--- config.mk ---
export PLATFORM = sky130hd
export DESIGN_NAME = baud_cfg_uart
export DESIGN_NICKNAME = d
export VERILOG_FILES = /design/src/rtl/uart_cfg_pkg.sv /design/src/rtl/uart_baud_gen.sv /design/src/rtl/baud_cfg_uart.sv
export SDC_FILE = /design/constraint.sdc
export NUM_CORES = 1
export LEC_CHECK = 0
export ABC_AREA = 1
export BUFFER_PORTS_ARGS = -buffer_cell sky130_fd_sc_hd__buf_2
export CELL_PAD_IN_SITES_DETAIL_PLACEMENT = 0
export CELL_PAD_IN_SITES_GLOBAL_PLACEMENT = 1
export CORE_ASPECT_RATIO = 1.1
export CORE_MARGIN = 1.5
export CORE_UTILIZATION = 42
export CTS_CLUSTER_SIZE = 40
export DETAILED_ROUTE_END_ITERATION = 8
export PLACE_DENSITY = 0.76
export SYNTH_ARGS = -nofsm -noshare
export SYNTH_HDL_FRONTEND = slang
export SYNTH_SLANG_ARGS = --single-unit
--- constraint.sdc ---
create_clock -name clk -period 2.25 [get_ports clk]
set_input_delay 0.45 -clock clk [delete_from_list [all_inputs] [get_ports clk]]
set_output_delay 0.45 -clock clk [all_outputs]
set_load 0.1 [all_outputs]
--- src/rtl/uart_cfg_pkg.sv ---
// Shared encodings for the configurable UART: parity modes, TX/RX FSM states,
// default oversampling ratio and the data-width/parity helpers used by both directions.
package uart_cfg_pkg;

  localparam int OSR_DEFAULT = 16;

  typedef enum logic [1:0] {
    PAR_NONE = 2'b00,
    PAR_EVEN = 2'b01,
    PAR_ODD  = 2'b10,
    PAR_RSVD = 2'b11
  } parity_e;

  typedef enum logic [2:0] {
    TX_IDLE,
    TX_START,
    TX_DATA,
    TX_PARITY,
    TX_STOP
  } tx_state_e;

  typedef enum logic [2:0] {
    RX_IDLE,
    RX_START,
    RX_DATA,
    RX_PARITY,
    RX_STOP
  } rx_state_e;

  // The reserved parity encoding behaves exactly like "none".
  function automatic logic par_enabled(input logic [1:0] mode);
    return (mode == PAR_EVEN) || (mode == PAR_ODD);
  endfunction

  // dbits selects 5..8 data bits; mask keeps only the transmitted ones.
  function automatic logic [7:0] dbits_mask(input logic [1:0] dbits);
    return 8'hFF >> (2'd3 - dbits);
  endfunction

  function automatic logic calc_parity(input logic [7:0] data, input logic [1:0] dbits,
                                       input logic [1:0] mode);
    return (^(data & dbits_mask(dbits))) ^ (mode == PAR_ODD);
  endfunction

endpackage

--- src/rtl/uart_baud_gen.sv ---
// Free-running oversample tick generator: one-cycle tick every baud_div+1 clocks.
module uart_baud_gen #(
  parameter int DIV_W = 11
) (
  input  logic             clk,
  input  logic             reset,
  input  logic [DIV_W-1:0] baud_div,
  output logic             tick
);

  logic [DIV_W-1:0] r_cnt;

  // >= keeps the counter bounded if baud_div is lowered while running.
  assign tick = (r_cnt >= baud_div);

  always_ff @(posedge clk) begin
    if (reset)     r_cnt <= '0;
    else if (tick) r_cnt <= '0;
    else           r_cnt <= r_cnt + 1'b1;
  end

endmodule

--- src/rtl/baud_cfg_uart.sv ---
// Full-duplex UART with run-time data width, parity and stop-bit selection.
// TX latches its frame config on accept; RX latches it on start-bit detection.
module baud_cfg_uart
  import uart_cfg_pkg::*;
#(
  parameter int OSR   = OSR_DEFAULT,
  parameter int DIV_W = 11
) (
  input  logic             clk,
  input  logic             reset,
  input  logic [DIV_W-1:0] baud_div,
  input  logic [1:0]       cfg_dbits,
  input  logic [1:0]       cfg_parity,
  input  logic             cfg_stop2,
  input  logic [7:0]       tx_data,
  input  logic             tx_valid,
  output logic             tx_ready,
  output logic             tx,
  input  logic             rx,
  output logic [7:0]       rx_data,
  output logic             rx_valid,
  input  logic             rx_ready,
  output logic [1:0]       rx_err,
  output logic             rx_overrun,
  input  logic             ovr_clr
);

  localparam int CW = $clog2(2 * OSR);
  localparam logic [CW-1:0] BIT_LAST   = CW'(OSR - 1);
  localparam logic [CW-1:0] STOP2_LAST = CW'(2 * OSR - 1);
  localparam logic [CW-1:0] HALF_LAST  = CW'(OSR / 2 - 1);

  logic w_tick;

  uart_baud_gen #(.DIV_W(DIV_W)) u_baud (
    .clk      (clk),
    .reset    (reset),
    .baud_div (baud_div),
    .tick     (w_tick)
  );

  // Handshakes: a transfer happens on a cycle where valid && ready are both high;
  // valid never depends on ready, and offered data is held stable until transferred.

  tx_state_e      r_tx_state, w_tx_next;
  logic [CW-1:0]  r_tx_cnt, w_tx_cnt_nx;
  logic [2:0]     r_tx_bit, w_tx_bit_nx, w_tx_bit_last;
  logic [7:0]     r_tx_shift;
  logic [1:0]     r_tx_dbits;
  logic           r_tx_par, r_tx_par_en, r_tx_stop2;
  logic           w_tx_accept, w_tx_shift_en;

  assign w_tx_bit_last = {1'b0, r_tx_dbits} + 3'd4;

  always_comb begin
    w_tx_next     = r_tx_state;
    w_tx_cnt_nx   = r_tx_cnt;
    w_tx_bit_nx   = r_tx_bit;
    w_tx_shift_en = 1'b0;
    w_tx_accept   = 1'b0;
    tx_ready      = 1'b0;
    tx            = 1'b1;
    case (r_tx_state)
      TX_IDLE: begin
        tx_ready = 1'b1;
        if (tx_valid) begin
          w_tx_accept = 1'b1;
          w_tx_cnt_nx = '0;
          w_tx_next   = TX_START;
        end
      end
      TX_START: begin
        tx = 1'b0;
        if (w_tick) begin
          if (r_tx_cnt == BIT_LAST) begin
            w_tx_cnt_nx = '0;
            w_tx_bit_nx = '0;
            w_tx_next   = TX_DATA;
          end else w_tx_cnt_nx = r_tx_cnt + 1'b1;
        end
      end
      TX_DATA: begin
        tx = r_tx_shift[0];
        if (w_tick) begin
          if (r_tx_cnt == BIT_LAST) begin
            w_tx_cnt_nx   = '0;
            w_tx_shift_en = 1'b1;
            w_tx_bit_nx   = r_tx_bit + 1'b1;
            if (r_tx_bit == w_tx_bit_last) w_tx_next = r_tx_par_en ? TX_PARITY : TX_STOP;
          end else w_tx_cnt_nx = r_tx_cnt + 1'b1;
        end
      end
      TX_PARITY: begin
        tx = r_tx_par;
        if (w_tick) begin
          if (r_tx_cnt == BIT_LAST) begin
            w_tx_cnt_nx = '0;
            w_tx_next   = TX_STOP;
          end else w_tx_cnt_nx = r_tx_cnt + 1'b1;
        end
      end
      TX_STOP: begin
        if (w_tick) begin
          if (r_tx_cnt == (r_tx_stop2 ? STOP2_LAST : BIT_LAST)) begin
            w_tx_cnt_nx = '0;
            w_tx_next   = TX_IDLE;
          end else w_tx_cnt_nx = r_tx_cnt + 1'b1;
        end
      end
      default: w_tx_next = TX_IDLE;
    endcase
  end

  always_ff @(posedge clk) begin
    if (reset) begin
      r_tx_state  <= TX_IDLE;
      r_tx_cnt    <= '0;
      r_tx_bit    <= '0;
      r_tx_shift  <= '0;
      r_tx_par    <= 1'b0;
      r_tx_dbits  <= '0;
      r_tx_par_en <= 1'b0;
      r_tx_stop2  <= 1'b0;
    end else begin
      r_tx_state <= w_tx_next;
      r_tx_cnt   <= w_tx_cnt_nx;
      r_tx_bit   <= w_tx_bit_nx;
      if (w_tx_accept) begin
        r_tx_shift  <= tx_data & dbits_mask(cfg_dbits);
        r_tx_par    <= calc_parity(tx_data, cfg_dbits, cfg_parity);
        r_tx_dbits  <= cfg_dbits;
        r_tx_par_en <= par_enabled(cfg_parity);
        r_tx_stop2  <= cfg_stop2;
      end else if (w_tx_shift_en) begin
        r_tx_shift <= {1'b0, r_tx_shift[7:1]};
      end
    end
  end

  logic [1:0]     r_rx_sync;
  logic           w_rx_s;
  rx_state_e      r_rx_state, w_rx_next;
  logic [CW-1:0]  r_rx_cnt, w_rx_cnt_nx;
  logic [2:0]     r_rx_bit, w_rx_bit_nx, w_rx_bit_last;
  logic [7:0]     r_rx_shift;
  logic [1:0]     r_rx_dbits, r_rx_mode;
  logic           r_rx_par;
  logic           w_rx_start, w_rx_data_smp, w_rx_par_smp, w_rx_done;
  logic [1:0]     w_rx_err;
  logic [7:0]     r_rx_data;
  logic [1:0]     r_rx_err;
  logic           r_rx_valid, r_rx_overrun;

  assign w_rx_s        = r_rx_sync[1];
  assign w_rx_bit_last = {1'b0, r_rx_dbits} + 3'd4;
  // Evaluated on the stop-bit sample cycle, where w_rx_s is the stop bit itself.
  assign w_rx_err = {~w_rx_s,
                     par_enabled(r_rx_mode) &&
                     (r_rx_par != calc_parity(r_rx_shift, r_rx_dbits, r_rx_mode))};

  always_comb begin
    w_rx_next     = r_rx_state;
    w_rx_cnt_nx   = r_rx_cnt;
    w_rx_bit_nx   = r_rx_bit;
    w_rx_start    = 1'b0;
    w_rx_data_smp = 1'b0;
    w_rx_par_smp  = 1'b0;
    w_rx_done     = 1'b0;
    case (r_rx_state)
      RX_IDLE: begin
        if (!w_rx_s) begin
          w_rx_start  = 1'b1;
          w_rx_cnt_nx = '0;
          w_rx_next   = RX_START;
        end
      end
      RX_START: begin
        if (w_tick) begin
          if (r_rx_cnt == HALF_LAST) begin
            w_rx_cnt_nx = '0;
            w_rx_bit_nx = '0;
            w_rx_next   = w_rx_s ? RX_IDLE : RX_DATA;
          end else w_rx_cnt_nx = r_rx_cnt + 1'b1;
        end
      end
      RX_DATA: begin
        if (w_tick) begin
          if (r_rx_cnt == BIT_LAST) begin
            w_rx_cnt_nx   = '0;
            w_rx_data_smp = 1'b1;
            w_rx_bit_nx   = r_rx_bit + 1'b1;
            if (r_rx_bit == w_rx_bit_last)
              w_rx_next = par_enabled(r_rx_mode) ? RX_PARITY : RX_STOP;
          end else w_rx_cnt_nx = r_rx_cnt + 1'b1;
        end
      end
      RX_PARITY: begin
        if (w_tick) begin
          if (r_rx_cnt == BIT_LAST) begin
            w_rx_cnt_nx  = '0;
            w_rx_par_smp = 1'b1;
            w_rx_next    = RX_STOP;
          end else w_rx_cnt_nx = r_rx_cnt + 1'b1;
        end
      end
      RX_STOP: begin
        if (w_tick) begin
          if (r_rx_cnt == BIT_LAST) begin
            w_rx_cnt_nx = '0;
            w_rx_done   = 1'b1;
            w_rx_next   = RX_IDLE;
          end else w_rx_cnt_nx = r_rx_cnt + 1'b1;
        end
      end
      default: w_rx_next = RX_IDLE;
    endcase
  end

  always_ff @(posedge clk) begin
    if (reset) begin
      r_rx_sync    <= 2'b11;
      r_rx_state   <= RX_IDLE;
      r_rx_cnt     <= '0;
      r_rx_bit     <= '0;
      r_rx_shift   <= '0;
      r_rx_dbits   <= '0;
      r_rx_mode    <= '0;
      r_rx_par     <= 1'b0;
      r_rx_data    <= '0;
      r_rx_err     <= '0;
      r_rx_valid   <= 1'b0;
      r_rx_overrun <= 1'b0;
    end else begin
      r_rx_sync  <= {r_rx_sync[0], rx};
      r_rx_state <= w_rx_next;
      r_rx_cnt   <= w_rx_cnt_nx;
      r_rx_bit   <= w_rx_bit_nx;
      if (w_rx_start) begin
        r_rx_shift <= '0;
        r_rx_dbits <= cfg_dbits;
        r_rx_mode  <= cfg_parity;
      end else if (w_rx_data_smp) begin
        r_rx_shift[r_rx_bit] <= w_rx_s;
      end
      if (w_rx_par_smp) r_rx_par <= w_rx_s;
      // A completed frame only overwrites the holding register if it is free this cycle.
      if (w_rx_done && (!r_rx_valid || rx_ready)) begin
        r_rx_data  <= r_rx_shift;
        r_rx_err   <= w_rx_err;
        r_rx_valid <= 1'b1;
      end else if (r_rx_valid && rx_ready) begin
        r_rx_valid <= 1'b0;
      end
      if (w_rx_done && r_rx_valid && !rx_ready) r_rx_overrun <= 1'b1;
      else if (ovr_clr)                         r_rx_overrun <= 1'b0;
    end
  end

  assign rx_data    = r_rx_data;
  assign rx_err     = r_rx_err;
  assign rx_valid   = r_rx_valid;
  assign rx_overrun = r_rx_overrun;

endmodule

## Word-level counts from Yosys, hierarchy flattened

Cells that the tools add are included.

| word-level totals | value |
|---|---|
| word-level logic and storage cells | 184 |
| register bits after elaboration | 73 |
| output and inout bits | 14 |
| bits of input ports | 30 |

| cells by class | value |
|---|---|
| shift-type cells | 2 |
| bitwise gates (word level) | 5 |
| add/sub/neg operators | 9 |
| reduce and logical (&&, ||, !) cells | 32 |
| multiplexer cells | 71 |
| equality and inequality tests | 41 |
| order comparisons | 3 |

Operator list:

| operator | count |
|---|---|
| $mux W3 | 30 |
| $mux W5 | 11 |
| $pmux W3 S5 | 2 |
| $pmux W5 S3 | 2 |
| $ne A2 B2 Y1 const B | 12 |
| $ne A2 B1 Y1 const B | 10 |
| $reduce_and A10 Y1 | 2 |
| $mux W1 | 18 |
| $and A8 B8 Y8 | 2 |
| $mux W8 | 2 |
| $reduce_xor A8 Y1 | 2 |
| $shr A8 B2 Y8 const A | 2 |
| $eq A3 B2 Y1 const B | 4 |
| $pmux W3 S2 | 2 |
| $add A11 B1 Y11 const B | 1 |
| $ge A11 B11 Y1 | 1 |
| $add A5 B1 Y5 const B | 2 |
| $eq A5 B4 Y1 const B | 2 |
| $reduce_and A5 Y1 | 2 |
| $reduce_bool A2 Y1 | 5 |
| $bwmux W8 | 1 |
| $reduce_and A4 Y1 | 2 |
| $add A2 B3 Y3 const B | 2 |
| $add A3 B1 Y3 const B | 2 |
| other kinds (23) | 42 |

## Logic depth before layout (Yosys ltp)

Gate-level depths: netlist of the first run.

| logic depth | value |
|---|---|
| depth after elaboration | 7 |
| gate-level depth with buffers | 14 |
| mapped depth without buffers | 14 |

## Hierarchy

From an unflattened synthesis of the first run, not the netlist that was laid out.

| unflattened totals | value |
|---|---|
| cells, all modules | 563 |
| area total of the unflattened synthesis | 4060.1 um^2 |

Modules (own cells, without submodules):

| module | area each (um^2) | cells an instance | sequential area each (um^2) | instances |
|---|---|---|---|---|
| baud_cfg_uart | 3244.4 | 456 | 1241.2 | 1 |
| uart_baud_gen | 815.8 | 107 | 220.2 | 1 |

## Worst setup path after synthesis of the first run

No wires, ideal clock.

| path | value |
|---|---|
| kind | reg2out |
| start | reg r_tx_state[2] |
| end | out tx |
| data required time | 1.800 ns |
| cell stages (with the launch flop) | 6 |
| setup slack | 0.269 ns |
| buffers on the path | 0 |
| data arrival time | 1.531 ns |
| path through | dfxtp_1 nor2_1 nand2_1 inv_1 nand2_1 nand3_1 |

| on the way | value |
|---|---|
| cells in the longest elaborated chain, start to end | 2 |
| elaborated cells between the ends (all ways) | 4 |
| those cells by class | 3 x eq/ne; 1 x mux |

RTL lines:

| element | line | text |
|---|---|---|
| start: declaration | baud_cfg_uart.sv:45 | `tx_state_e r_tx_state, w_tx_next;` |
| start signal: assignment | baud_cfg_uart.sv:125 | `r_tx_state <= w_tx_next;` |
| $eq A3 B2 Y1 / $eq A3 B1 Y1 (equally long branches) | baud_cfg_uart.sv:63 | `case (r_tx_state)` |
| $pmux W1 S3 * | baud_cfg_uart.sv:63 |  |
| end: declaration | baud_cfg_uart.sv:18 | `output logic tx,` |

Every way passes the cells marked *; elsewhere a longest branch is shown, timed or not.

## Worst setup path after layout of the first run

Ends and elaborated chain as after synthesis.

==> results of run 1 <==
==> routing by layer <==
metal,up-vias,global-route usage,share of wire
met2,40,0.342,0.50
met5,-,0,0
met3,10,0.0324,0.030
met4,0,0.0573,0.011
li1,2122,-,-
met1,1721,0.223,0.46
==> what timing repair did <==
item	CTS	global route
resized for setup	1	1
endpoints found under the setup margin	1	2
pin swaps	0	0
==> sequential cells by signal, summed over array words and instances (netlist names), 3 cells and up <==
| register | flops |
|---|---|
| r_rx_shift | 8 |
| r_rx_cnt | 5 |
| r_rx_state | 3 |
| r_rx_bit | 3 |
| r_tx_bit | 3 |
| u_baud.r_cnt | 11 |
| rx_data | 8 |
| r_tx_shift | 8 |
| r_tx_state | 3 |
| r_tx_cnt | 5 |
==> kinds of logic after synthesis <==
group,Yosys count
AND/OR/NAND/NOR,334
buffers and inverters,122
AO/OA/AOI/OAI,79
flip-flops,73
adder cells (fa/ha/maj),22
XOR/XNOR,21
==> per-stage QoR <==
step                      instance area (um2)  setup WS (ns)  hold WS, ns  total power, mW   util
after global routing                     4940         0.0422        0.284             4.59  0.495
after global placement                   4690         0.0759        0.406             3.01  0.470
after floorplan                          4370          0.269        0.389             2.74      -
after detailed placement                 4690         0.0319        0.403             3.02  0.470
final                                    4940          0.142        0.279             4.25  0.495
after CTS                                4940          0.106        0.262             4.31  0.495
==> cell usage in the layout (no fill, tap or decap), drive strengths merged, types with 3 or more instances in the layout <==
cell type / n
xnor2: 8
nand4: 13
nor3: 8
buf: 50
ha: 22
nor3b: 4
bufinv: 3
nand2: 171
a21oi: 35
o21ai: 35
inv: 106
nor2: 99
clkbuf: 11
nand3: 35
or2: 4
xor2: 13
dfxtp: 73
==> power by group <==
part	leakage [nW]	internal (mW)	switching (mW)
combinational	1.73	0.447	0.983
sequential	0.593	1.43	0.130
clock	0.120	0.766	0.493
total	2.44	2.64	1.61
==> synth_stat cells, drive strengths merged, types with 2 or more instances <==
cell,n
a21oi,35
nand4,13
xnor2,8
dfxtp,73
o21ai,35
o22ai,2
nand2,171
inv,106
nand3,35
xor2,13
nor3b,4
ha,22
clkbuf,4
nor3,8
buf,12
or2,4
nor2,99
==> critical path: stages (launching register included) <==
cell     delay [ns]
dfxtp_1        0.41
nor2_1         0.17
nand2_1        0.11
inv_1          0.17
nand2_1        0.08
nand3_1        0.08
buf_4          0.29
==> how the worst max path moves through the flow <==
stage	from	end	slack (ns)
2_1_floorplan	r_tx_state[2]$_SDFFE_PP0P_	tx	0.27
3_3_place_gp	baud_div[10]	rx_overrun$_SDFFE_PP0P_	0.08
3_5_place_dp	baud_div[10]	rx_overrun$_SDFFE_PP0P_	0.03
4_1_cts	r_tx_state[2]$_SDFFE_PP0P_	tx	0.11
5_1_grt	u_baud.r_cnt[9]$_SDFF_PP0_	r_rx_shift[7]$_SDFFE_PP0P_	0.04
6_report	r_tx_state[2]$_SDFFE_PP0P_	tx	0.14
==> final cells by class <==
cell class              instances  share of cell area
clock buffers                  11              0.0286
clock inverters                 5              0.0208
inverters                     106              0.0805
multi-input cells             456               0.484
flip-flops and latches         73               0.296
well taps                     120              0.0304
repair buffers                 50              0.0598
==> impl_metrics.yaml, run 1 <==
clock_tree:
  root_buffer: "clkbuf_8"
  clockBufferDepth: 2
  cts_sinks: 73
  cts_buffers: 9
  cts_hold_buf: 0
  path_clk_slew_ns: 0.08
  insertion_delay_ns: 0.35
  htree_levels: 3
  cts_tree: "yes"
  postCtsSetupBuffers: 0
setup_path:
  crit_fanout: 7
  worst_setup_path_start_kind: "register"
  critPathKind: "register to output port"
  r2r_end: "rx_err[0]$_SDFFE_PP0P_"
  worstSetupEndpointType: "output port"
  r2r_start: "u_baud.r_cnt[0]$_SDFF_PP0_"
  reg2regPathDepth: 13
  arrival_ns: 1.66
  worst_ep_required_time_ns: 1.80
  rrSetupSlack_ns: 0.27
floorplanning:
  die-area_um2: 11000
  fp.coreArea_um2: 9980
  io_pins: 44
  die_w_um: 100
  start_util: 0.437
  num_rows: 38
  dieHeight_um: 110
synthesis:
  synth_cell_type_count: 40
  ys_ff_latch: 73
  netlist_top_cells_area: "dfxtp_1, nand2_1, inv_1, nor2_1, ha_1"
  synth_compound_area_frac: 0.0986
  yosys.area.top_type: "dfxtp_1"
  synthArstFlopShare: 0
  muxShareOfSynthArea: 0
  synth_warnings: 0
  avgSynthCellArea_um2: 6.71
  yosys.area.top_type_share: 0.335
  yosys.area_share.adder: 0.0631
  syn_area_um2: 4370
  postSynthNetCount: 703
  ys_seq_area_frac: 0.335
  synth_xor_area_frac: 0.0421
  synth_ff_type: "dfxtp_1"
  synthSimpleGateAreaFrac: 0.344
  synth-edff-count: 0
  synth_top_family_by_area: "simple AND/OR/NAND/NOR gates"
  netlist_instances: 651
sta:
  setup_viol_count_final: 0
  clock_skew_ns: 0.00582
  fin_crit_sh: 0.937
  finalHoldViolations: 0
  slew_viol_final: 0
  tns_ns: 0
  slew_headroom: 0.664
  period_minus_slack_ns: 2.11
  rsz0062_at_grt: "no"
  max_freq_mhz: 474
  tightest_slew_ns: 0.502
drt:
  avgViaCountPerCell: 4.74
  antenna_left: 0
  wl_per_cell_um: 11.5
  detail_route.first_pass.iterations: 4
  drt_iter0_drc: 138
  vias: 3893
  routed_wl_um: 9440
  route.detailed.drc: 0
hold_path:
  hp-start: "rx"
  min_delay_path_depth: 2
  min_to: "r_rx_sync[0]$_SDFF_PP1_"
  hold_path.class: "primary input to register"
power:
  p_leak_nw: 2.44
  p_per_area_nw_per_um2: 860
  ir_drop_mv: 0.841
placement:
  hpwl_um: 7200
  io_buffer_count: 43
  globalplace.congestion: 0.842
  placed_cells: 805
grt:
  antenna_found_initial: 0
  grtUsageTotal: 0.187
  grt_max_degree: 25
  first_global_vias: 3671
  grt_first_pass_wirelength_um: 16400
  grt_overflow: 0
cells_and_area:
  multi_input_area_um2: 2390
  drive_above_1_share: 0.167
  nets: 748
  regArea_um2: 1460
  fillers: 1042
  antennaDiodeCount: 0
  areaGrowthSynthToFinish_pct: 13.2
  final_cells: 821
status:
  status: "completed"
job:
  drv_cap: 0
No activity file was read; power rests on OpenSTA's default activity.
==> run 2: changes to the inputs <==
--- a/config.mk
+++ b/config.mk
@@ -15,6 +15,7 @@
 export CTS_CLUSTER_SIZE = 40
 export DETAILED_ROUTE_END_ITERATION = 8
 export PLACE_DENSITY = 0.76
+export SETUP_SLACK_MARGIN = 0.05
 export SYNTH_ARGS = -nofsm -noshare
 export SYNTH_HDL_FRONTEND = slang
 export SYNTH_SLANG_ARGS = --single-unit
==> constraint.sdc (replaced) <==
create_clock -name clk -period 2.1 [get_ports clk]
set_input_delay 0.42 -clock clk [delete_from_list [all_inputs] [get_ports clk]]
set_output_delay 0.42 -clock clk [all_outputs]
set_load 0.1 [all_outputs]
==> run 2 against run 1 <==
Sequential power is 7% higher. Clock skew is 0.0044 ns higher. Critical path depth stayed put. Clock power is 20% lower. Final cell count is 1.5% higher. Utilization is 0.40 points higher. Combinational power is 11% higher. Largest power group unchanged. Highest routed layer unchanged.
==> impl_metrics.yaml, run 2 (synthesis gave the netlist of run 1 again) <==
status:
  status: "completed"
power:
  power_frac_seq: 0.390
  p_per_area_nw_per_um2: 858
  p_total_mw: 4.27
  p_comb_frac: 0.373
  p_leak_nw: 2.47
  switching_share: 0.405
  power.switching_mw: 1.73
  intPower_mw: 2.54
  p_clk_frac: 0.237
  ir_drop_mv: 0.925
setup_path:
  reg2regPathDepth: 11
  r2r_start: "u_baud.r_cnt[10]$_SDFF_PP0_"
  worst_ep_required_time_ns: 1.68
  rrSetupSlack_ns: 0.17
  crit_fanout: 5
  critical_path_cell_count: 6
  critPathKind: "register to output port"
  path_common_cell: "nand2_1"
  critical-path-max-stage-delay_ns: 0.36
  worstSetupEndpointType: "output port"
  crit_family: "simple AND/OR/NAND/NOR gates"
  arrival_ns: 1.53
  slowest_stage: "dfxtp_1"
  r2r_end: "r_tx_bit[2]$_SDFFE_PP0P_"
  worst_setup_path_start_kind: "register"
  cp_num_buf_inv: 2
  path_cells: "nor2_1 > nand2_1 > inv_1 > nand2_1 > nand3_1 > buf_12"
hold_path:
  min_to: "r_rx_sync[0]$_SDFF_PP1_"
  hold_path.class: "primary input to register"
  hp-start: "rx"
  min_delay_path_depth: 2
placement:
  io_buffer_count: 43
  hpwl_um: 7550
  globalplace.congestion: 0.826
cells_and_area:
  layout_commonest_cell: "nand2_1"
  drive_above_1_share: 0.187
  areaGrowthSynthToFinish_pct: 14.1
  nets: 760
  top_register: "u_baud.r_cnt"
  antennaDiodeCount: 0
  largest_register_ffs: 11
  layout_common_cells: "nand2_1, inv_1, nor2_1, dfxtp_1, buf_2"
  utilization: 0.499
clock_tree:
  cts_sinks: 73
  clockBufferDepth: 2
  cts_hold_buf: 0
  cts_tree: "yes"
  insertion_delay_ns: 0.36
  root_buffer: "clkbuf_8"
  htree_levels: 3
  path_clk_slew_ns: 0.07
  cts_buffers: 9
grt:
  first_global_vias: 3835
  grtUsageTotal: 0.198
  grt_max_degree: 24
  grt_first_pass_wirelength_um: 17200
  antenna_found_initial: 0
  grt_overflow: 0
floorplanning:
  fp.coreArea_um2: 9980
  dieHeight_um: 110
  die_w_um: 100
  die-area_um2: 11000
  num_rows: 38
  start_util: 0.437
  io_pins: 44
sta:
  hold_ws_ns: 0.252
  slew_headroom: 0.685
  period_minus_slack_ns: 1.95
  slew_viol_final: 0
  fin_crit_sh: 0.931
  finalHoldViolations: 0
  max_freq_mhz: 512
  tightest_slew_ns: 0.468
  setup_viol_count_final: 0
  rsz0062_at_grt: "yes"
  clock_skew_ns: 0.0102
drt:
  wl_per_cell_um: 12.1
  drt_iter0_drc: 104
  antenna_left: 0
  avgViaCountPerCell: 4.83
  routed_wl_um: 10100
  detail_route.first_pass.iterations: 4
  route.detailed.drc: 0
  vias: 4026
job:
  drv_cap: 0
==> run 2: cell types whose count changed in the layout (fill, tap and decap cells not counted), sizes merged <==
cell      before  now
clkinvlp       1    0
clkinv         1    3
buf           50   60
bufinv         3    0
nand4         13   14
clkbuf        11   14
==> run 2: layer usage <==
metal  share of wire  global-route usage
met3           0.028              0.0426
met4           0.015              0.0704
met5               0                   0
met1            0.46               0.235
met2            0.50               0.353
==> run 2: per-stage QoR <==
| stage | cell area (um2) | cells | TNS, ns | setup slack, ns |
|---|---|---|---|---|
| detailed placement | 4760 | 815 | -0.226 | -0.0582 |
| global route | 4980 | 833 | 0 | 0.00869 |
| global placement | 4760 | 815 | -0.0116 | -0.0116 |
| finish | 4980 | 833 | 0 | 0.146 |
| floorplan | 4370 | 651 | 0 | 0.149 |
| CTS | 4930 | 831 | 0 | 0.0997 |
==> run 2: worst max-delay path by stage <==
stage	from	end	slack [ns]
2_1_floorplan	r_tx_state[2]$_SDFFE_PP0P_	tx	0.15
5_1_grt	u_baud.r_cnt[10]$_SDFF_PP0_	r_tx_cnt[2]$_SDFFE_PP0P_	0.009
4_1_cts	u_baud.r_cnt[9]$_SDFF_PP0_	r_tx_bit[2]$_SDFFE_PP0P_	0.1
6_report	r_tx_state[2]$_SDFFE_PP0P_	tx	0.15
3_5_place_dp	baud_div[10]	r_tx_bit[2]$_SDFFE_PP0P_	-0.06
3_3_place_gp	baud_div[10]	r_rx_bit[1]$_SDFFE_PP0P_	-0.01
==> run 2: final cells by class <==
class | count | area, um2
clock buffers | 13 | 159
clock inverters | 3 | 15.0
fillers | 1066 | 5000
inverters | 106 | 398
multi-input cells | 457 | 2420
flip-flops and latches | 73 | 1460
well taps | 120 | 150
repair buffers | 61 | 372
==> run 2: timing repair <==
action / CTS / global route
setup endpoints to repair: 0 / 38
resized for setup: 0 / 10
setup buffers: 0 / 1
==> run 2: power by group through the flow <==
stage | sequential [mW] | clock, mW | combinational, mW
floorplan | 1.67 | 0 | 1.27
global placement | 1.69 | 0 | 1.58
detailed placement | 1.69 | 0 | 1.59
CTS | 1.66 | 1.06 | 1.60
global route | 1.69 | 1.11 | 1.82
finish | 1.67 | 1.01 | 1.59
==> run 2: worst reg2reg max path, stage by stage, from the launching register on <==
cell	delay, ns
dfxtp_1	0.33
ha_1	0.30
nand2_2	0.10
inv_1	0.04
a21oi_1	0.15
nand2_1	0.10
nor2_4	0.12
nand2_4	0.13
buf_4	0.17
o211ai_1	0.16
nand2_1	0.12
a21oi_2	0.13
==> run 3: changes to the inputs <==
--- a/config.mk
+++ b/config.mk
@@ -14,7 +14,7 @@
 export CORE_UTILIZATION = 42
 export CTS_CLUSTER_SIZE = 40
 export DETAILED_ROUTE_END_ITERATION = 8
-export PLACE_DENSITY = 0.76
+export PLACE_DENSITY = 0.82
 export SETUP_SLACK_MARGIN = 0.05
 export SYNTH_ARGS = -nofsm -noshare
 export SYNTH_HDL_FRONTEND = slang
==> run 3 against run 2 <==
Clock power is essentially flat. Register-to-register slack is essentially flat. Hold slack lost 0.0091 ns. Largest power group unchanged. Critical path depth shrank 2. Largest cell class unchanged. Count of clock-buffer cells in the layout is the same.
==> impl_metrics.yaml, run 3 (synthesis gave the netlist of run 1 again) <==
clock_tree:
  cts_buffers: 9
  htree_levels: 3
  clockBufferDepth: 2
  insertion_delay_ns: 0.36
  cts_tree: "yes"
  root_buffer: "clkbuf_8"
  path_clk_slew_ns: 0.07
  postCtsSetupBuffers: 0
  cts_sinks: 73
  cts_hold_buf: 0
setup_path:
  critPathKind: "register to output port"
  critical-path-max-stage-delay_ns: 0.44
  slowest_stage: "buf_2"
  arrival_ns: 1.55
  worst_setup_path_start_kind: "register"
  path_cells: "nor2_2 > inv_2 > nor2_4 > buf_2"
  cp_num_buf_inv: 2
  crit_fanout: 6
  crit_family: "buffers and inverters"
  worst_ep_required_time_ns: 1.68
  worstSetupEndpointType: "output port"
power:
  p_leak_nw: 2.45
  power_frac_seq: 0.393
  p_clk_frac: 0.236
  ir_drop_mv: 0.610
  switching_share: 0.406
  p_total_mw: 4.27
  intPower_mw: 2.54
  p_per_area_nw_per_um2: 859
  p_comb_frac: 0.371
  power.switching_mw: 1.73
cells_and_area:
  layout_commonest_cell: "nand2_1"
  top_register: "u_baud.r_cnt"
  antennaDiodeCount: 0
  nets: 755
  layout_common_cells: "nand2_1, inv_1, nor2_1, dfxtp_1, buf_2"
  fillers: 1034
  drive_above_1_share: 0.185
  final_area_um2: 4970
  areaGrowthSynthToFinish_pct: 14.0
  final_cells: 828
  largest_register_ffs: 11
sta:
  slew_viol_final: 0
  setup_viol_count_final: 0
  finalHoldViolations: 0
  period_minus_slack_ns: 1.97
  tightest_slew_ns: 0.487
  tns_ns: 0
  rsz0062_at_grt: "yes"
  clock_skew_ns: 0.00438
  max_freq_mhz: 509
  slew_headroom: 0.677
  fin_crit_sh: 0.936
job:
  drv_cap: 0
drt:
  vias: 4010
  avgViaCountPerCell: 4.84
  detail_route.first_pass.iterations: 4
  wl_per_cell_um: 11.8
  routed_wl_um: 9760
  antenna_left: 0
  route.detailed.drc: 0
  drt_iter0_drc: 88
placement:
  placed_cell_area_um2: 4750
  hpwl_um: 7360
  globalplace.congestion: 0.851
  io_buffer_count: 43
  placed_cells: 811
grt:
  grt_overflow: 0
  grtUsageTotal: 0.189
  grt_first_pass_wirelength_um: 16300
  antenna_found_initial: 0
  first_global_vias: 3684
  grt_max_degree: 24
floorplanning:
  dieHeight_um: 110
  die_w_um: 100
  io_pins: 44
  start_util: 0.437
  fp.coreArea_um2: 9980
  die-area_um2: 11000
  num_rows: 38
status:
  status: "completed"
hold_path:
  hold_path.class: "primary input to register"
run 3: cell count changes in the layout (fill, tap and decap cells not counted), sizes merged:
cell,previous run,this run
buf,60,56
clkbuf,14,13
run 3: timing repair:
| action | in CTS | in global routing |
|---|---|---|
| pin swaps | 0 | 1 |
| resized for setup | 1 | 12 |
| cloned | 0 | 1 |
| setup endpoints to repair | 1 | 28 |
run 3: through the flow:
stage	worst slack (ns)	hold slack, ns	util
CTS	0.103	0.229	0.493
finish	0.134	0.243	0.498
detailed placement	-0.0711	0.397	0.476
floorplan	0.149	0.389	-
global placement	-0.0455	0.402	0.476
global route	0.0256	0.226	0.498
run 3: path summary, 6_finish.rpt:
kind | startpoint | to | slack (ns) | depth (start not counted)
max reg2reg | u_baud.r_cnt[10]$_SDFF_PP0_ | r_tx_cnt[3]$_SDFFE_PP0P_ | 0.17 | 12
min reg2reg | r_rx_sync[0]$_SDFF_PP1_ | r_rx_sync[1]$_SDFF_PP1_ | 0.42 | 1
max | r_tx_state[0]$_SDFFE_PP0P_ | tx_ready | 0.13 | 4
min | rx | r_rx_sync[0]$_SDFF_PP1_ | 0.24 | 2
run 3: final cells by class:
type / instances / area [um2] / area share
multi-input combinational: 457 / 2430 / 0.488
clock buffer: 13 / 159 / 0.0319
clock inverter: 3 / 15.0 / 0.00302
sequential: 73 / 1470 / 0.295
inverter: 106 / 398 / 0.0800
tap: 120 / 150 / 0.0302
timing repair buffer: 56 / 357 / 0.0717
run 3: power by group through the flow:
| stage | Clock (mW) | Combinational [mW] | Sequential (mW) |
|---|---|---|---|
| floorplan | 0 | 1.27 | 1.67 |
| global placement | 0 | 1.56 | 1.70 |
| detailed placement | 0 | 1.58 | 1.70 |
| CTS | 1.04 | 1.58 | 1.67 |
| global route | 1.09 | 1.82 | 1.70 |
| finish | 1.01 | 1.59 | 1.68 |
run 3: routing by layer:
metal,part of all wire,global-route usage,up-vias,wire [um]
li1,-,-,2142,-
met1,0.45,0.213,1795,4400
met2,0.50,0.343,50,4870
met3,0.022,0.0299,23,217
met4,0.029,0.0986,0,279
met5,0,0,-,0
